### config.mk
export PLATFORM = sky130hd
export DESIGN_NAME = osc_switch_ctrl
export DESIGN_NICKNAME = d
export VERILOG_FILES = /design/src/rtl/osc_switch_pkg.sv /design/src/rtl/osc_freq_meter.sv /design/src/rtl/osc_switch_ctrl.sv
export SDC_FILE = /design/constraint.sdc
export NUM_CORES = 1
export LEC_CHECK = 0
export CAP_MARGIN = 20
export CORE_MARGIN = 1
export CORE_UTILIZATION = 60
export CTS_BUF_LIST = sky130_fd_sc_hd__clkbuf_8
export CTS_CLUSTER_SIZE = 24
export DETAILED_ROUTE_END_ITERATION = 10
export DONT_BUFFER_PORTS = 1
export GPL_TIMING_DRIVEN = 0
export PLACE_DENSITY = 0.76
export SLEW_MARGIN = 20
export SYNTH_ARGS = -nofsm -noshare
export SYNTH_HDL_FRONTEND = slang
export SYNTH_HIERARCHICAL = 1
export SYNTH_SLANG_ARGS = --single-unit
### constraint.sdc
create_clock -name CLK -period 4.04 [get_ports CLK]
set_input_delay 0.404 -clock CLK [delete_from_list [all_inputs] [get_ports CLK]]
set_output_delay 0.404 -clock CLK [all_outputs]
set_load 0.02 [all_outputs]
### src/rtl/osc_switch_pkg.sv
// Shared types and defaults for the oscillator switch controller.
//   - osc_state_e : switch sequencer states
//   - *_DEF       : default parameter values for the meter and sequencer
//   - sat_inc     : saturating increment for the 16-bit edge counter
package osc_switch_pkg;

  localparam int unsigned WINDOW_DEF     = 4096;
  localparam int unsigned CNT_MIN_DEF    = 190;
  localparam int unsigned CNT_MAX_DEF    = 220;
  localparam int unsigned OK_WINDOWS_DEF = 4;
  localparam int unsigned HOLD_CYC_DEF   = 64;

  localparam int unsigned CNT_W = 16;

  localparam logic TGT_RC  = 1'b0;
  localparam logic TGT_XTL = 1'b1;

  typedef enum logic [2:0] {
    RC_RUN,
    HOLD_PRE,
    SWITCH,
    HOLD_POST,
    XTL_RUN
  } osc_state_e;

  // Increment by one when inc is set, holding at all-ones.
  function automatic logic [CNT_W-1:0] sat_inc(input logic [CNT_W-1:0] v, input logic inc);
    if (inc && (v != '1)) begin
      return v + CNT_W'(1);
    end
    return v;
  endfunction

endpackage

### src/rtl/osc_freq_meter.sv
// Crystal frequency meter: synchronizes the divided crystal toggle, counts
// both edges over fixed CLK windows and qualifies the crystal after a run of
// consecutive in-range windows.
//   clk_i, rst_i : fabric clock, async active-high reset
//   tog_i        : asynchronous divided-crystal toggle
//   xtl_ok_o     : crystal qualified
//   meas_cnt_o   : edge count of the last completed window
module osc_freq_meter
  import osc_switch_pkg::*;
#(
  parameter int unsigned WINDOW     = WINDOW_DEF,
  parameter int unsigned CNT_MIN    = CNT_MIN_DEF,
  parameter int unsigned CNT_MAX    = CNT_MAX_DEF,
  parameter int unsigned OK_WINDOWS = OK_WINDOWS_DEF
) (
  input  logic             clk_i,
  input  logic             rst_i,
  input  logic             tog_i,
  output logic             xtl_ok_o,
  output logic [CNT_W-1:0] meas_cnt_o
);

  localparam int unsigned WIN_W = (WINDOW > 1) ? $clog2(WINDOW) : 1;
  localparam int unsigned OK_W  = $clog2(OK_WINDOWS + 1);

  logic             sync1_q, sync2_q, tog_prev_q;
  logic [WIN_W-1:0] win_cnt_q, win_cnt_d;
  logic [CNT_W-1:0] edge_cnt_q, edge_cnt_d;
  logic [CNT_W-1:0] meas_cnt_q, meas_cnt_d;
  logic [OK_W-1:0]  ok_cnt_q, ok_cnt_d;
  logic             xtl_ok_q, xtl_ok_d;
  logic             edge_c, win_end_c, in_range_c;

  assign edge_c     = sync2_q ^ tog_prev_q;
  assign win_end_c  = (win_cnt_q == WIN_W'(WINDOW - 1));
  assign in_range_c = (edge_cnt_q >= CNT_W'(CNT_MIN)) && (edge_cnt_q <= CNT_W'(CNT_MAX));

  // Window bookkeeping; an edge seen in the closing cycle seeds the next window.
  always_comb begin
    win_cnt_d  = win_cnt_q + WIN_W'(1);
    edge_cnt_d = sat_inc(edge_cnt_q, edge_c);
    meas_cnt_d = meas_cnt_q;
    ok_cnt_d   = ok_cnt_q;
    xtl_ok_d   = xtl_ok_q;
    if (win_end_c) begin
      win_cnt_d  = '0;
      edge_cnt_d = CNT_W'(edge_c);
      meas_cnt_d = edge_cnt_q;
      if (in_range_c) begin
        if (ok_cnt_q < OK_W'(OK_WINDOWS)) begin
          ok_cnt_d = ok_cnt_q + OK_W'(1);
        end
        if (ok_cnt_q >= OK_W'(OK_WINDOWS - 1)) begin
          xtl_ok_d = 1'b1;
        end
      end else begin
        ok_cnt_d = '0;
        xtl_ok_d = 1'b0;
      end
    end
  end

  always_ff @(posedge clk_i or posedge rst_i) begin
    if (rst_i) begin
      sync1_q    <= 1'b0;
      sync2_q    <= 1'b0;
      tog_prev_q <= 1'b0;
      win_cnt_q  <= '0;
      edge_cnt_q <= '0;
      meas_cnt_q <= '0;
      ok_cnt_q   <= '0;
      xtl_ok_q   <= 1'b0;
    end else begin
      sync1_q    <= tog_i;
      sync2_q    <= sync1_q;
      tog_prev_q <= sync2_q;
      win_cnt_q  <= win_cnt_d;
      edge_cnt_q <= edge_cnt_d;
      meas_cnt_q <= meas_cnt_d;
      ok_cnt_q   <= ok_cnt_d;
      xtl_ok_q   <= xtl_ok_d;
    end
  end

  assign xtl_ok_o   = xtl_ok_q;
  assign meas_cnt_o = meas_cnt_q;

endmodule

### src/rtl/osc_switch_ctrl.sv
// RC/crystal clock source switch controller. Qualifies the crystal with
// osc_freq_meter and sequences glitch-safe source changes with the
// downstream CCC held in reset around the mux select change.
//   CLK, RESET   : fabric clock, async active-high reset
//   XTL_DIV_TOG  : asynchronous divided-crystal toggle
//   SEL_XTL_REQ  : 1 = run from crystal, 0 = run from RC
//   FAULT_CLR    : single-cycle clear of FAULT
//   CLK_SEL      : mux select, 0 = RC, 1 = XTL
//   CCC_HOLD     : CCC/PLL hold during a source change
//   XTL_OK       : crystal frequency qualified
//   SWITCH_BUSY  : switch sequence in progress
//   FAULT        : sticky automatic-fallback flag
//   MEAS_CNT     : edge count of the last completed window
module osc_switch_ctrl
  import osc_switch_pkg::*;
#(
  parameter int unsigned WINDOW     = WINDOW_DEF,
  parameter int unsigned CNT_MIN    = CNT_MIN_DEF,
  parameter int unsigned CNT_MAX    = CNT_MAX_DEF,
  parameter int unsigned OK_WINDOWS = OK_WINDOWS_DEF,
  parameter int unsigned HOLD_CYC   = HOLD_CYC_DEF
) (
  input  logic             CLK,
  input  logic             RESET,
  input  logic             XTL_DIV_TOG,
  input  logic             SEL_XTL_REQ,
  input  logic             FAULT_CLR,
  output logic             CLK_SEL,
  output logic             CCC_HOLD,
  output logic             XTL_OK,
  output logic             SWITCH_BUSY,
  output logic             FAULT,
  output logic [CNT_W-1:0] MEAS_CNT
);

  localparam int unsigned HOLD_W = (HOLD_CYC > 1) ? $clog2(HOLD_CYC) : 1;

  osc_state_e        state_q, state_d;
  logic              target_q, target_d;
  logic              clk_sel_q, clk_sel_d;
  logic              busy_q, busy_d;
  logic              fault_q, fault_d;
  logic [HOLD_W-1:0] hold_cnt_q, hold_cnt_d;
  logic              hold_last_c, fault_set_c;

  osc_freq_meter #(
    .WINDOW     (WINDOW),
    .CNT_MIN    (CNT_MIN),
    .CNT_MAX    (CNT_MAX),
    .OK_WINDOWS (OK_WINDOWS)
  ) u_meter (
    .clk_i      (CLK),
    .rst_i      (RESET),
    .tog_i      (XTL_DIV_TOG),
    .xtl_ok_o   (XTL_OK),
    .meas_cnt_o (MEAS_CNT)
  );

  assign hold_last_c = (hold_cnt_q == HOLD_W'(HOLD_CYC - 1));

  // Sequencer next state; the request is only looked at in the RUN states.
  always_comb begin
    state_d     = state_q;
    target_d    = target_q;
    clk_sel_d   = clk_sel_q;
    hold_cnt_d  = hold_cnt_q;
    fault_set_c = 1'b0;
    unique case (state_q)
      RC_RUN: begin
        if (SEL_XTL_REQ && XTL_OK) begin
          state_d    = HOLD_PRE;
          target_d   = TGT_XTL;
          hold_cnt_d = '0;
        end
      end
      XTL_RUN: begin
        if (!SEL_XTL_REQ || !XTL_OK) begin
          state_d     = HOLD_PRE;
          target_d    = TGT_RC;
          hold_cnt_d  = '0;
          fault_set_c = !XTL_OK;
        end
      end
      HOLD_PRE: begin
        // Crystal lost before the mux moved: skip SWITCH, stay on RC.
        if ((target_q == TGT_XTL) && !XTL_OK) begin
          state_d    = HOLD_POST;
          target_d   = TGT_RC;
          hold_cnt_d = '0;
        end else if (hold_last_c) begin
          state_d    = SWITCH;
          hold_cnt_d = '0;
        end else begin
          hold_cnt_d = hold_cnt_q + HOLD_W'(1);
        end
      end
      SWITCH: begin
        clk_sel_d  = target_q;
        state_d    = HOLD_POST;
        hold_cnt_d = '0;
      end
      HOLD_POST: begin
        if (hold_last_c) begin
          state_d    = clk_sel_q ? XTL_RUN : RC_RUN;
          hold_cnt_d = '0;
        end else begin
          hold_cnt_d = hold_cnt_q + HOLD_W'(1);
        end
      end
      default: begin
        state_d    = HOLD_POST;
        target_d   = TGT_RC;
        hold_cnt_d = '0;
      end
    endcase
    busy_d  = (state_d != RC_RUN) && (state_d != XTL_RUN);
    // A new fault outranks a coincident clear.
    fault_d = fault_set_c | (fault_q & ~FAULT_CLR);
  end

  always_ff @(posedge CLK or posedge RESET) begin
    if (RESET) begin
      state_q    <= HOLD_POST;
      target_q   <= TGT_RC;
      clk_sel_q  <= 1'b0;
      busy_q     <= 1'b1;
      fault_q    <= 1'b0;
      hold_cnt_q <= '0;
    end else begin
      state_q    <= state_d;
      target_q   <= target_d;
      clk_sel_q  <= clk_sel_d;
      busy_q     <= busy_d;
      fault_q    <= fault_d;
      hold_cnt_q <= hold_cnt_d;
    end
  end

  assign CLK_SEL     = clk_sel_q;
  assign CCC_HOLD    = busy_q;
  assign SWITCH_BUSY = busy_q;
  assign FAULT       = fault_q;

endmodule

After elaboration in Yosys (flattened, before gate mapping)
Cells that the tools add are included.
{ "classes": {"addsub": 4, "magnitude_cmp": 4, "n_eq_ne": 13, "muxes": 27, "bitwise_logic": 5, "reduce_logical": 16} }
{ "ops": {"columns": ["op", "count"], "rows": [
  ["2-to-1 mux 16 bit", 3],
  ["2-to-1 mux 3 bit", 8],
  ["2-to-1 mux 6 bit", 4],
  ["case mux 6 bit (4 select lines)", 1],
  ["adder 16 x 1 -> 16 bit (second input constant)", 1],
  [">= comparator 16 x 8 -> 1 bit (second input constant)", 1],
  ["<= comparator 16 x 8 -> 1 bit (second input constant)", 1],
  ["!= test 16 bit (second input constant)", 1],
  ["adder 12 x 1 -> 12 bit (second input constant)", 1],
  ["== test 12 bit (second input constant)", 1],
  ["2-to-1 mux 12 bit", 1],
  ["case mux 3 bit (4 select lines)", 1],
  ["!= test 2 bit (second input constant)", 5],
  ["2-to-1 mux 1 bit", 8],
  ["adder 6 x 1 -> 6 bit (second input constant)", 1],
  ["== test 3 x 2 -> 1 bit (second input constant)", 2],
  ["== test 6 bit (second input constant)", 1],
  ["AND reduction 2 bit", 3],
  ["logical AND 1 bit", 5],
  ["case mux 1 bit (4 select lines)", 1],
  ["AND reduction 4 bit", 1],
  ["adder 3 x 1 -> 3 bit (second input constant)", 1],
  ["== test 3 x 1 -> 1 bit (second input constant)", 1],
  ["== test 3 bit (second input constant)", 1],
  ["13 further kinds", 15]
]} }
{ "word_totals": {"reg_bits": 64, "inputBits": 5} }

Longest topological paths before layout
Gate-level depths: netlist of the first run.
{ "logic_depth": {"word_depth": 6, "mapped_depth": 7, "mapped_depth_nobuf": 7} }

Hierarchy
Netlist of the first run, hierarchy kept.
{ "modules_own_cells": {"columns": ["mod", "instances", "cells_per_inst", "area_per_inst_um2", "seq_area_each_um2"], "rows": [
  ["osc_freq_meter", 1, 243, 2394.8, 1276.2],
  ["osc_switch_ctrl", 1, 69, 683.2, 329.1]
]} }

Worst setup path after synthesis of the first run
No wires, ideal clock.
{ "synth_timing": {"path_type": "reg2reg", "from": "register u_meter.edge_cnt_q[12]", "to": "register u_meter.ok_cnt_q[0]", "setup_time_ns": 0.065, "arrival_ns": 1.758, "required_time_ns": 3.975, "slack_ns": 2.218, "stages_incl_launch_ff": 6, "path_buffers": 0, "path_cell_list": "dfrtp_1 -> or4_1 -> a2111oi_2 -> o2111ai_1 -> o21ai_0 -> mux2_2"} }
{ "synth_via": {"elab_chain_cells": 4, "elab_cells_between_ends": 6} }
{ "synth_rtl": {"columns": ["element", "line_no", "rtl"], "rows": [
  ["from (decl)", "osc_freq_meter.sv:28", "logic [CNT_W-1:0] edge_cnt_q, edge_cnt_d;"],
  ["from (signal assigned)", "osc_freq_meter.sv:78", "edge_cnt_q <= edge_cnt_d;"],
  [">= comparator 16 x 8 -> 1 bit / <= comparator 16 x 8 -> 1 bit (equally long branches)", "osc_freq_meter.sv:36", "assign in_range_c = (edge_cnt_q >= CNT_W'(CNT_MIN)) && (edge_cnt_q <= CNT_W'(CNT_MAX));"],
  ["logical AND 1 bit *", "osc_freq_meter.sv:36", null],
  ["!= test 2 bit (no source line)", null, null],
  ["AND reduction 2 bit (no source line)", null, null],
  ["to (signal assigned)", "osc_freq_meter.sv:80", "ok_cnt_q <= ok_cnt_d;"],
  ["to (decl)", "osc_freq_meter.sv:30", "logic [OK_W-1:0] ok_cnt_q, ok_cnt_d;"]
]} }
Every way passes the cells marked *; elsewhere a longest branch is shown, timed or not.
A chain may end at the register's enable or synchronous reset.

Worst setup path after layout of the first run
{ "layout_timing": {"from": "register u_meter.edge_cnt_q[1]", "to": "register u_meter.edge_cnt_q[14]"} }
{ "layout_via": {"elab_chain_cells": 4, "elab_cells_between_ends": 8} }
{ "layout_rtl": {"columns": ["element", "line_no", "rtl"], "rows": [
  ["adder 16 x 1 -> 16 bit / != test 16 bit (equally long branches)", "osc_switch_pkg.sv:29, osc_switch_pkg.sv:28", null],
  ["2-to-1 mux 16 bit / logical AND 1 bit (equally long branches)", "osc_switch_pkg.sv:28", "if (inc && (v != '1)) begin"],
  ["2-to-1 mux 16 bit / 2-to-1 mux 1 bit (equally long branches)", "osc_switch_pkg.sv:31, osc_switch_pkg.sv:28", null],
  ["2-to-1 mux 16 bit / nonzero test 2 bit (equally long branches)", null, null]
]} }
Several ways; a longest one is shown, not always the timed one. The select of a mux whose other input is x is not followed.

==> reports/qor.yml, run 1 <==
outcome:
  outcome: "completed"
finish:
  finalInstanceArea_um2: 3420
  area_growth_pct: 11.3
  fill_cells: 396
  drive_gt1_share_pct: 11.2
  fin_nets: 336
  antenna_cells: 0
  stdcell_count: 397
logic_synthesis:
  yosys-top-cells-count: "dfrtp_1, nand2_1, nor2_1"
  avgSynthCellArea_um2: 9.87
  yosys_register_bits: 64
  yosysTopAreaCellShare_pct: 49.6
  netlist_instances: 312
  synth_cell_types: 52
  synth_area_leaders: "dfrtp_1, nand2_1, xnor2_1"
  synth_seq_area_share_pct: 52.2
  synth_edf_count: 0
  yosysWarnings: 6
  syn-num-nets: 323
  yosysTopAreaCell: "dfrtp_1"
  syn_area_um2: 3080
  ys.flop_type: "dfrtp_1"
  synthArstFlopShare_pct: 100
clock_tree:
  clock_latency_ns: 0.33
  clkSlewWorstSetupHoldPaths_ns: 0.07
  root_buffer: "clkbuf_8"
  cts_setup_buffers: 0
  cts_resized: 0
  clk_path_buf_depth: 2
  h-tree-depth: 3
  hold_buffers: 1
  cts.sinks: 64
  cts_tree: "yes"
  cts_buffers: 9
routing:
  drt-wirelength-per-cell_um: 14.9
  routed_via_density: 5.80
  drt-total-wl_um: 5900
  ant_nets: 0
  drcViolationCount: 0
  vias: 2304
  dr.pass1.iters: 5
  drtIter0Drc: 175
timing:
  period_share_pct: 52.2
  slew_headroom_pct: 62.2
  setup_tns_ns: 0
  finClkSkew_ns: 0.0131
  finalHoldViolCount: 0
  period_needed_ns: 2.11
  max_freq_mhz: 474
  worstMarginPinSlew_ns: 0.565
  slew_viol_final: 0
  setup_violations: 0
  holdWs_ns: 0.105
  rsz0062_at_grt: "false"
worst_setup_path:
  slowest_delay_ns: 0.49
  crit_chain: "ha_1, nand2_1, nor3_2, nor4b_1, xnor2_1, nor2_1"
  end_kind: "register"
  crit_type: "register to register"
  startpoint_type: "register"
  cp.arrival_ns: 2.32
  r2r.worst_path.cells: 6
  cp.required_ns: 4.25
  slowest_stage: "dfrtp_1"
  cp_max_fo: 9
placement:
  globalplace.congestion: 0.942
  dpl.hpwl_um: 4120
  placed_cells_incl_taps: 380
  portBuffers: 0
  post_dp_cell_area_um2: 3180
floorplanning:
  coreArea_um2: 4820
  chipHeight_um: 73.6
  die_x_um: 73.6
  ios: 26
  initial_utilization_pct: 63.9
  dieArea_um2: 5420
  fp-row-count: 25
min_path:
  min_path_type: "input port to register"
  holdPathStages: 0
global_routing:
  antenna_found_initial: 0
  gr-usage-all-layers_pct: 24.4
  grt_pass1_vias: 2124
  grt_pass1_wl_um: 9860
  grt_max_degree: 29
  grt.overflow.total: 0
flow_run:
  drv_cap: 0
power:
  ir_worst_vdd_v: 0.000264
  p_per_area_nw_per_um2: 430
  p_leak_nw: 1.57
per-stage QoR:
step,utilization [%],total power [mW],setup slack (ns)
6_report,71.1,1.47,1.93
3_5_place_dp,66.1,0.853,1.94
2_1_floorplan,-,0.821,2.22
4_1_cts,71.1,1.48,1.94
5_1_grt,71.1,1.54,1.78
3_3_place_gp,65.6,0.847,1.90
layer usage:
layer | share of wire (%) | up-vias | track usage [%] | wire length (µm)
li1 | - | 1122 | - | -
met1 | 47 | 1127 | 33.7 | 2750
met2 | 48 | 47 | 37.3 | 2810
met3 | 4.0 | 8 | 4.53 | 236
met4 | 1.7 | 0 | 11.5 | 101
met5 | 0 | - | 0 | 0
sequential cells by signal (all words and copies together) (netlist names), 3 cells and up:
| signal | cells |
|---|---|
| state_q | 3 |
| u_meter/ok_cnt_q | 3 |
| u_meter/edge_cnt_q | 16 |
| hold_cnt_q | 6 |
| u_meter/win_cnt_q | 12 |
| u_meter/meas_cnt_o | 16 |
worst max-delay path, delay by kind of cell, from the launching register on:
family	cells	cell delay [ns]
AND/OR/NAND/NOR	4	1.04
adder cells (fa/ha/maj)	1	0.30
flip-flops	1	0.49
XOR/XNOR	1	0.17
where the power goes:
group / leakage [nW] / total [mW] / switching, mW / internal [mW]
clock network: 0.125 / 0.630 / 0.236 / 0.394
registers: 0.841 / 0.723 / 0.0497 / 0.673
logic: 0.603 / 0.120 / 0.0667 / 0.0530
kinds of logic (layout without fill, tap and decap cells):
kind of cell	after synthesis	in the layout	synth area share [%]
multiplexers	2	2	0.732
adder cells (fa/ha/maj)	7	7	2.76
flip-flops	64	64	52.2
AO/OA/AOI/OAI	53	53	12.2
buffers and inverters	27	45	4.80
AND/OR/NAND/NOR	138	138	21.4
XOR/XNOR	21	21	5.98
final timing paths:
kind,start,to,slack [ns]
max,u_meter/edge_cnt_q[1],u_meter/edge_cnt_q[14],1.93
min,XTL_DIV_TOG,u_meter/sync1_q,0.10
max reg2reg,u_meter/edge_cnt_q[1],u_meter/edge_cnt_q[14],1.93
min reg2reg,u_meter/sync1_q,u_meter/sync2_q,0.35
max in group asynchronous,RESET,u_meter/edge_cnt_q[10],2.92
min in group asynchronous,RESET,hold_cnt_q[0],0.59
cell usage in the layout, fill, tap and decap left out, types with 11 or more instances in the layout:
| cell | count |
|---|---|
| nand3_1 | 11 |
| a21oi_1 | 11 |
| xnor2_1 | 15 |
| nand4_1 | 11 |
| clkbuf_8 | 13 |
| o21ai_0 | 14 |
| inv_1 | 11 |
| nor2_1 | 24 |
| dfrtp_1 | 61 |
| nand2_1 | 61 |
area by class of cell:
cell class                 count  area [µm²]  share of cell area, %
sequential                    64        1610                   46.9
multi-input combinational    221        1330                   38.7
clock buffer                  12         165                   4.82
buffer                        16         106                   3.11
tap                           67        83.8                   2.45
clock inverter                 4        67.6                   1.97
inverter                      11        41.3                   1.21
timing repair buffer           2        30.0                  0.877
Note: power is estimated with default switching activity, not from simulation.
==> inputs of run 2 (changes only) <==
==> constraint.sdc (replaced) <==
create_clock -name CLK -period 2.15 [get_ports CLK]
set_input_delay 0.215 -clock CLK [delete_from_list [all_inputs] [get_ports CLK]]
set_output_delay 0.215 -clock CLK [all_outputs]
set_load 0.02 [all_outputs]
==> run 2 against run 1 <==
Net effect: clock-buffer cell count is the same; final area increased by 1.9%; final cell count up 1.0%; sequential power is 88% higher; maximum frequency increased by 3.4%; first-iteration DRC count shrank 18%; worst hold slack got worse by 0.055 ns; total power grew 88%; sequential cell count is the same; global-route usage increased by 0.30 points; setup slack worse by 1.8 ns; utilization is 1.3 points higher; critical path type unchanged; critical endpoint is now u_meter/ok_cnt_q[1]; largest power group unchanged.
==> reports/qor.yml, run 2 (same netlist as run 1, synthesis figures left out) <==
power:
  clkPwrFrac_pct: 42.5  # -0.3 points
  combPwrFrac_pct: 8.3  # +0.2 points
  p_switching_mw: 0.661  # +88%
  p_per_area_nw_per_um2: 794  # +85%
  ir_worst_vdd_v: 0.000494  # +87%
  swShare_pct: 23.9  # -0.029 points
  seq_power_share_pct: 49.1  # about the same
  p_int_mw: 2.11  # +88%
  p_leak_nw: 1.60  # +2.0%
  total_power_mw: 2.77  # +88%
worst_setup_path:
  cp.arrival_ns: 2.31  # about the same
  crit_start: "u_meter/edge_cnt_q[12]"
  r2r_end: "u_meter/ok_cnt_q[1]"
  end_kind: "register"
  timing.rr.start: "u_meter/edge_cnt_q[12]"
  r2r.worst_path.cells: 5  # -1
  critical_path.endpoint: "u_meter/ok_cnt_q[1]"
  crit_type: "register to register"
  startpoint_type: "register"
  r2r_slack_ns: 0.11  # -1.82 ns
  cp.required_ns: 2.41  # -1.84 ns
  cp_max_fo: 6  # -3
placement:
  dpl.hpwl_um: 4120  # unchanged
  placed_cells_incl_taps: 380  # unchanged
  globalplace.congestion: 0.942  # unchanged
  post_dp_cell_area_um2: 3180  # unchanged
  post-place-ws_ns: 0.0518  # -1.89 ns
  portBuffers: 0  # unchanged
min_path:
  min_path_type: "input port to register"
global_routing:
  antenna_found_initial: 0  # unchanged
  grt.overflow.total: 0  # unchanged
  grt_max_degree: 29  # unchanged
  grt_pass1_vias: 2129  # +0.24%
  grt_pass1_wl_um: 9930  # +0.70%
  gr-usage-all-layers_pct: 24.7  # +0.30 points
routing:
  drcViolationCount: 0  # unchanged
  drt-wirelength-per-cell_um: 15.0  # +1.0%
  drtIter0Drc: 144  # -18%
  ant_nets: 0  # unchanged
  routed_via_density: 5.82  # +0.25%
  dr.pass1.iters: 4  # -1
  vias: 2333  # +1.3%
  drt-total-wl_um: 6020  # +2.0%
floorplanning:
  ios: 26  # unchanged
  chipHeight_um: 73.6  # unchanged
  die_x_um: 73.6  # unchanged
  dieArea_um2: 5420  # unchanged
  coreArea_um2: 4820  # unchanged
  fp-row-count: 25  # unchanged
  initial_utilization_pct: 63.9  # unchanged
finish:
  most-common-layout-cells: "nand2_1, dfrtp_1, nor2_1, xnor2_1"
  drive_gt1_share_pct: 12.6  # +1.4 points
  antenna_cells: 0  # unchanged
  final_common_cell: "nand2_1"
  finalInstanceArea_um2: 3490  # +1.9%
  fin_nets: 340  # +1.2%
  area_growth_pct: 13.3
  stdcell_count: 401  # +1.0%
clock_tree:
  cts.sinks: 64  # unchanged
  clk_path_buf_depth: 2  # unchanged
  root_buffer: "clkbuf_8"
  clock_latency_ns: 0.33  # about the same
  clkSlewWorstSetupHoldPaths_ns: 0.07  # about the same
  h-tree-depth: 3  # unchanged
  cts_tree: "yes"
  cts_buffers: 9  # unchanged
timing:
  setup_violations: 0  # unchanged
  period_share_pct: 95.0  # +43 points
  worstMarginPinSlew_ns: 0.571  # +0.00628 ns
  slew_viol_final: 0  # unchanged
  slew_headroom_pct: 61.8  # -0.42 points
  finClkSkew_ns: 0.0114  # -0.00178 ns
  max_freq_mhz: 490  # +3.4%
  rsz0062_at_grt: "false"
  period_needed_ns: 2.04  # -0.0687 ns
  finalHoldViolCount: 0  # unchanged
  setup_tns_ns: 0  # unchanged
  fin_ws_ns: 0.109  # -1.82 ns
flow_run:
  drv_cap: 0  # unchanged
outcome:
  outcome: "completed"
## run 2: power groups by stage
stage	Sequential, mW	Clock (mW)	Combinational, mW
final	1.36	1.18	0.231
after global routing	1.37	1.26	0.271
after CTS	1.36	1.19	0.229
after detailed placement	1.38	0	0.224
after global placement	1.38	0	0.213
after floorplan	1.36	0	0.184
## run 2: through the flow
stage	util, %	hold slack (ns)
final	72.4	0.0503
after floorplan	-	0.0898
after global placement	65.6	0.158
after CTS	71.5	0.0428
after detailed placement	66.1	0.158
after global routing	72.4	0.0388
## run 2: timing repair
| action | CTS | global route |
|---|---|---|
| endpoints found under the setup margin | 0 | 5 |
| gates resized for setup | 0 | 6 |
| hold buffers | 3 | 0 |
| endpoints found under the hold margin | 35 | 0 |
| buffers inserted | 0 | 2 |
## run 2: area by class of cell
| cell class | instances | area, µm² |
|---|---|---|
| sequential | 64 | 1610 |
| multi-input combinational | 221 | 1350 |
| fill | 381 | 1330 |
| clock buffer | 12 | 165 |
| buffer | 16 | 106 |
| tap | 67 | 83.8 |
| clock inverter | 4 | 67.6 |
| timing repair buffer | 6 | 65.1 |
| inverter | 11 | 41.3 |
## run 2: routing by layer
metal / vias to the layer above / routed length (µm) / GRT usage (%)
met1: 1130 / 2810 / 33.6
li1: 1132 / - / -
met3: 11 / 251 / 4.53
met5: - / 0 / 0
met2: 60 / 2850 / 38.4
met4: 0 / 115 / 11.5
## run 2: worst min-delay path by stage
stage                            from    endpoint  slack (ns)  cells past startpoint
after floorplan                 RESET     CLK_SEL        0.09                      1
after global placement          RESET       FAULT        0.16                      1
after detailed placement        RESET       FAULT        0.16                      1
after CTS                 SEL_XTL_REQ  state_q[2]        0.04                      2
after global routing      SEL_XTL_REQ  state_q[2]        0.04                      2
final                     SEL_XTL_REQ  state_q[2]        0.05                      2
## run 2: worst max-delay path, cell delays in order, from the launching register on
cell and delay (ns):
dfrtp_2 0.44, or4_1 0.56, a2111oi_2 0.26, o2111ai_2 0.25
nor4_4 0.29, a22o_1 0.19
